--- src/rtl/spart_tx.sv ---
// rtl/spart_tx.sv - SPART transmit stage: one-entry holding register and 8N1 serializer (optional SPART_TX_PARITY_EN)
module spart_tx #(
    parameter int DIV_WIDTH = 16
) (
    input  logic                 clk,
    input  logic                 rst,
    input  logic [DIV_WIDTH-1:0] divisor,
    input  logic [7:0]           write_line,
    input  logic                 transmit_write_enable,
    output logic                 tbr,
    output logic                 txd,
    output logic                 tx_busy,
    output logic                 tx_overrun
);

`ifdef SPART_TX_PARITY_EN
    typedef enum logic [2:0] {IDLE, START, DATA, PARITY, STOP} state_t;
`else
    typedef enum logic [2:0] {IDLE, START, DATA, STOP} state_t;
`endif

    state_t               state_q;
    logic [7:0]           hold_q;
    logic                 valid_q;
    logic [7:0]           shift_q;
    logic [2:0]           bit_cnt_q;
    logic [DIV_WIDTH-1:0] baud_q;
    logic [DIV_WIDTH-1:0] div_q;
    logic                 txd_q;
    logic                 busy_q;
    logic                 overrun_q;
`ifdef SPART_TX_PARITY_EN
    logic                 parity_q;
`endif

    logic bit_end;
    logic load;

    // End of the current bit period, and whether a held byte enters the shifter at this edge
    always_comb begin
        bit_end = (baud_q == div_q);
        load    = valid_q && ((state_q == IDLE) || ((state_q == STOP) && bit_end));
    end

    // Holding register, frame sequencing and registered line outputs
    always_ff @(posedge clk) begin
        if (rst) begin
            state_q   <= IDLE;
            hold_q    <= 8'h00;
            valid_q   <= 1'b0;
            shift_q   <= 8'h00;
            bit_cnt_q <= 3'd0;
            baud_q    <= '0;
            div_q     <= '0;
            txd_q     <= 1'b1;
            busy_q    <= 1'b0;
            overrun_q <= 1'b0;
`ifdef SPART_TX_PARITY_EN
            parity_q  <= 1'b0;
`endif
        end else begin
            // A write only lands when the flag was clear before this edge; otherwise it is lost
            overrun_q <= transmit_write_enable && valid_q;
            if (transmit_write_enable && !valid_q) begin
                hold_q  <= write_line;
                valid_q <= 1'b1;
            end

            if (load) begin
                shift_q   <= hold_q;
                valid_q   <= 1'b0;
                div_q     <= divisor;
                baud_q    <= '0;
                bit_cnt_q <= 3'd0;
                state_q   <= START;
                txd_q     <= 1'b0;
                busy_q    <= 1'b1;
`ifdef SPART_TX_PARITY_EN
                parity_q  <= ^hold_q;
`endif
            end else if (state_q != IDLE) begin
                if (bit_end) begin
                    baud_q <= '0;
                    case (state_q)
                        START: begin
                            state_q <= DATA;
                            txd_q   <= shift_q[0];
                        end
                        DATA: begin
                            shift_q <= {1'b0, shift_q[7:1]};
                            if (bit_cnt_q == 3'd7) begin
                                bit_cnt_q <= 3'd0;
`ifdef SPART_TX_PARITY_EN
                                state_q   <= PARITY;
                                txd_q     <= parity_q;
`else
                                state_q   <= STOP;
                                txd_q     <= 1'b1;
`endif
                            end else begin
                                bit_cnt_q <= bit_cnt_q + 3'd1;
                                txd_q     <= shift_q[1];
                            end
                        end
`ifdef SPART_TX_PARITY_EN
                        PARITY: begin
                            state_q <= STOP;
                            txd_q   <= 1'b1;
                        end
`endif
                        STOP: begin
                            state_q <= IDLE;
                            txd_q   <= 1'b1;
                            busy_q  <= 1'b0;
                        end
                        default: begin
                            state_q <= IDLE;
                            txd_q   <= 1'b1;
                            busy_q  <= 1'b0;
                        end
                    endcase
                end else begin
                    baud_q <= baud_q + DIV_WIDTH'(1);
                end
            end
        end
    end

    // Status and line outputs straight from registers
    always_comb begin
        tbr        = !valid_q;
        txd        = txd_q;
        tx_busy    = busy_q;
        tx_overrun = overrun_q;
    end

endmodule

--- config.mk ---
export PLATFORM = sky130hd
export DESIGN_NAME = spart_tx
export DESIGN_NICKNAME = d
export VERILOG_FILES = /design/src/rtl/spart_tx.sv
export SDC_FILE = /design/constraint.sdc
export NUM_CORES = 1
export LEC_CHECK = 0
export CORE_MARGIN = 2
export CORE_UTILIZATION = 55
export DETAILED_ROUTE_END_ITERATION = 8
export GPL_TIMING_DRIVEN = 0
export PLACE_DENSITY = 0.91
export SLEW_MARGIN = 20
export SYNTH_ARGS = -nofsm -noshare
export SYNTH_HDL_FRONTEND = slang
export SYNTH_SLANG_ARGS = --single-unit
--- constraint.sdc ---
create_clock -name clk -period 2.6 [get_ports clk]
set_input_delay 0.52 -clock clk [delete_from_list [all_inputs] [get_ports clk]]
set_output_delay 0.52 -clock clk [all_outputs]
set_load 0.01 [all_outputs]
==> results.cfg, run 1 <==
[status]
status = completed

[floorplan]
start_util_pct = 58.2
fp-row-count = 24
core_area_um2 = 4410
dieArea_um2 = 5240
die_h_um = 72.4
top_level_ports = 31
dieWidth_um = 72.4

[synthesis]
synth-seq-cells = 57
synth_area_per_cell_um2 = 9.55
syn-num-nets = 303
yosysWarnings = 0
seq_area_frac_synth_pct = 44.4
synth_edf_count = 0
synth.distinct_cells = 36
yosysTopAreaCell = dfxtp_1
netlist_area_um2 = 2570
post-synth-top-area-fraction_pct = 44.4
syn_inst = 269
synthArstFlopShare_pct = 0
ys_top_cells_by_area = dfxtp_1 44%, mux2i_1 13%, nor2_1 8.5%
synthFlopType = dfxtp_1

[power_and_ir_drop]
p_sw_share_pct = 24.8
power.leakage_nw = 1.30
p_comb_share_pct = 14.1
clkPwrFrac_pct = 41.9
ir_drop_mv = 0.399
p_per_area_nw_per_um2 = 693
p_switching_uw = 543
internal_power_mw = 1.64
p_seq_share_pct = 43.9

[clocking]
cts-root-buf = clkbuf_8
h-tree-depth = 3
cts_setup_buffers = 0
cts_tree = done
clockBufferDepth = 2
clock_latency_ns = 0.34
cts_resized = 0
cts_buffers = 9
cts_hold_buf = 0
clk_pin_slew_worst_paths_ns = 0.07
cts.sinks = 57

[drt]
routed_via_density = 5.45
dr.pass1.iters = 4
routedWlPerCell_um = 14.4
wl_um = 5290
drc = 0
ant_nets = 0
first_iter_violations = 103
vias = 1999

[final_layout]
syn_to_final_growth_pct = 22.8
drive_gt1_share_pct = 7.30
final_cell_mix = 58 x nor2_1, 57 x dfxtp_1, 34 x mux2i_1, 30 x clkdlybuf4s50_1, 24 x xor2_1
final_common_cell = nor2_1
nets = 344
postLayoutCellArea_um2 = 3160
stdcell_count = 367
antenna_cells = 0

[run]
max_cap_violations = 0

[placed_design]
io_buffer_count = 30
gp_congestion = 0.856
hpwl_um = 3730
dpl_cell_area_um2 = 2940
dp_cells = 351

[timing]
hold_viol = 0
finalSetupTns_ns = 0
finalSetupViolCount = 0
fmax_mhz = 437
skew_ns = 0.0109
rsz0062_at_grt = false
drv_slew = 0
worstMarginPinSlew_ns = 0.674
relSlewSlack_pct = 54.7
fin_crit_sh_pct = 88.1
fin_crit_ns = 2.29

[setup_path]
endpoint_kind = register
crit_chain = xor2_1 > nor4_1 > and4_1 > nand2b_1 > nand2_1 > clkbuf_1 > nor2_1
cp_slowest_cell = nor4_1
critPathMaxFanout = 10
cpLargestDelayFamily = simple AND/OR/NAND/NOR gates
worstPathArrival_ns = 2.50
crit_path_start_kind = register
path_class = register to register
path_buf_inv = 1
cp.required_ns = 2.81
max_stage_delay_ns = 0.46

[global_route]
grt_max_degree = 11
grt_most_used_layer = met2
grt_use_met1_pct = 27.6
grt_use_met2_pct = 34.8
grt_pass1_vias = 1910
overflow = 0
grt_pass1_wl_um = 8770
use_met3_pct = 4.86
globalRouteTotalUtil_pct = 22.2
antenna_found_initial = 0

[hold_path]
hold_class = register to register
registers in the layout (all words and copies together), names as in the netlist:
signal      count
tx_busy         1
state_q         2
hold_q          8
tx_overrun      1
shift_q         8
valid_q         1
baud_q         16
div_q          16
bit_cnt_q       3
txd             1
power by group through the flow:
stage | Clock (mW) | Sequential [mW] | Combinational, mW
4_1_cts | 0.931 | 0.960 | 0.310
3_3_place_gp | 0 | 0.976 | 0.296
2_1_floorplan | 0 | 0.971 | 0.207
5_1_grt | 0.967 | 0.964 | 0.339
6_report | 0.917 | 0.960 | 0.309
3_5_place_dp | 0 | 0.979 | 0.305
per-layer routing:
metal | routed length (µm) | vias to the layer above
li1 | - | 1001
met1 | 2380 | 936
met2 | 2500 | 50
met3 | 271 | 12
met4 | 134 | 0
met5 | 0 | -
cell usage after synthesis, types with 2 or more instances:
library cell and count:
xor2_1 24, nor4_2 3, nand2_1 14, a21oi_1 4, inv_1 3, dfxtp_1 57
nor3b_1 2, nand3_1 5, nor2_1 58, and4_1 3, a221oi_1 6, nand4_1 2
nor2b_1 6, clkbuf_1 9, xnor2_1 7, and3_1 2, nor3_1 5, ha_1 7
mux2i_1 34, and2_1 2
final timing paths:
| path | endpoint | startpoint | depth (start not counted) | slack [ns] |
|---|---|---|---|---|
| hold reg to reg | bit_cnt_q[0] | bit_cnt_q[0] | 2 | 0.48 |
| setup reg to reg | baud_q[13] | baud_q[0] | 7 | 0.31 |
| hold / removal | bit_cnt_q[0] | bit_cnt_q[0] | 2 | 0.48 |
| setup / recovery | baud_q[13] | baud_q[0] | 7 | 0.31 |
stage by stage:
| stage | worst slack (ns) | hold WS [ns] | power, mW | utilization, % |
|---|---|---|---|---|
| final | 0.310 | 0.484 | 2.19 | 71.5 |
| after floorplan | 0.736 | 0.445 | 1.18 | - |
| after detailed placement | 0.398 | 0.468 | 1.28 | 66.5 |
| after CTS | 0.355 | 0.485 | 2.20 | 71.5 |
| after global placement | 0.432 | 0.454 | 1.27 | 66.5 |
| after global routing | 0.148 | 0.522 | 2.27 | 71.5 |
final cells by class:
cell class | count | area, µm²
Buffer | 12 | 72.6
Clock buffer | 11 | 141
Clock inverter | 5 | 78.8
Fill cell | 325 | 1260
Inverter | 3 | 11.3
Multi-Input combinational cell | 197 | 1350
Sequential cell | 57 | 1140
Tap cell | 52 | 65.1
Timing Repair Buffer | 30 | 300
logic make-up (layout without fill, tap and decap cells):
group / Yosys count / after routing / synth area share [%]
compound gates: 18 / 18 / 5.40
mux: 34 / 34 / 13.2
fa+ha+maj: 7 / 7 / 3.41
simple gates: 107 / 107 / 19.7
xor+xnor: 31 / 31 / 10.6
flops: 57 / 57 / 44.4
buf+inv: 15 / 61 / 3.26
worst reg2reg max path, cell delays in order (launching register included):
cell      delay (ns)
dfxtp_1         0.35
xor2_1          0.15
nor4_1          0.46
and4_1          0.34
nand2b_1        0.17
nand2_1         0.23
clkbuf_1        0.36
nor2_1          0.10
Note: power is estimated with default switching activity, not from simulation.
==> inputs of run 2 (changes only) <==
--- a/config.mk
+++ b/config.mk
@@ -10,7 +10,7 @@
 export DETAILED_ROUTE_END_ITERATION = 8
 export GPL_TIMING_DRIVEN = 0
 export PLACE_DENSITY = 0.91
-export SLEW_MARGIN = 20
+export SLEW_MARGIN = 30
 export SYNTH_ARGS = -nofsm -noshare
 export SYNTH_HDL_FRONTEND = slang
 export SYNTH_SLANG_ARGS = --single-unit
==> results of run 2 <==
Same layout as run 1: the final DEF is identical, and so are final timing and power.
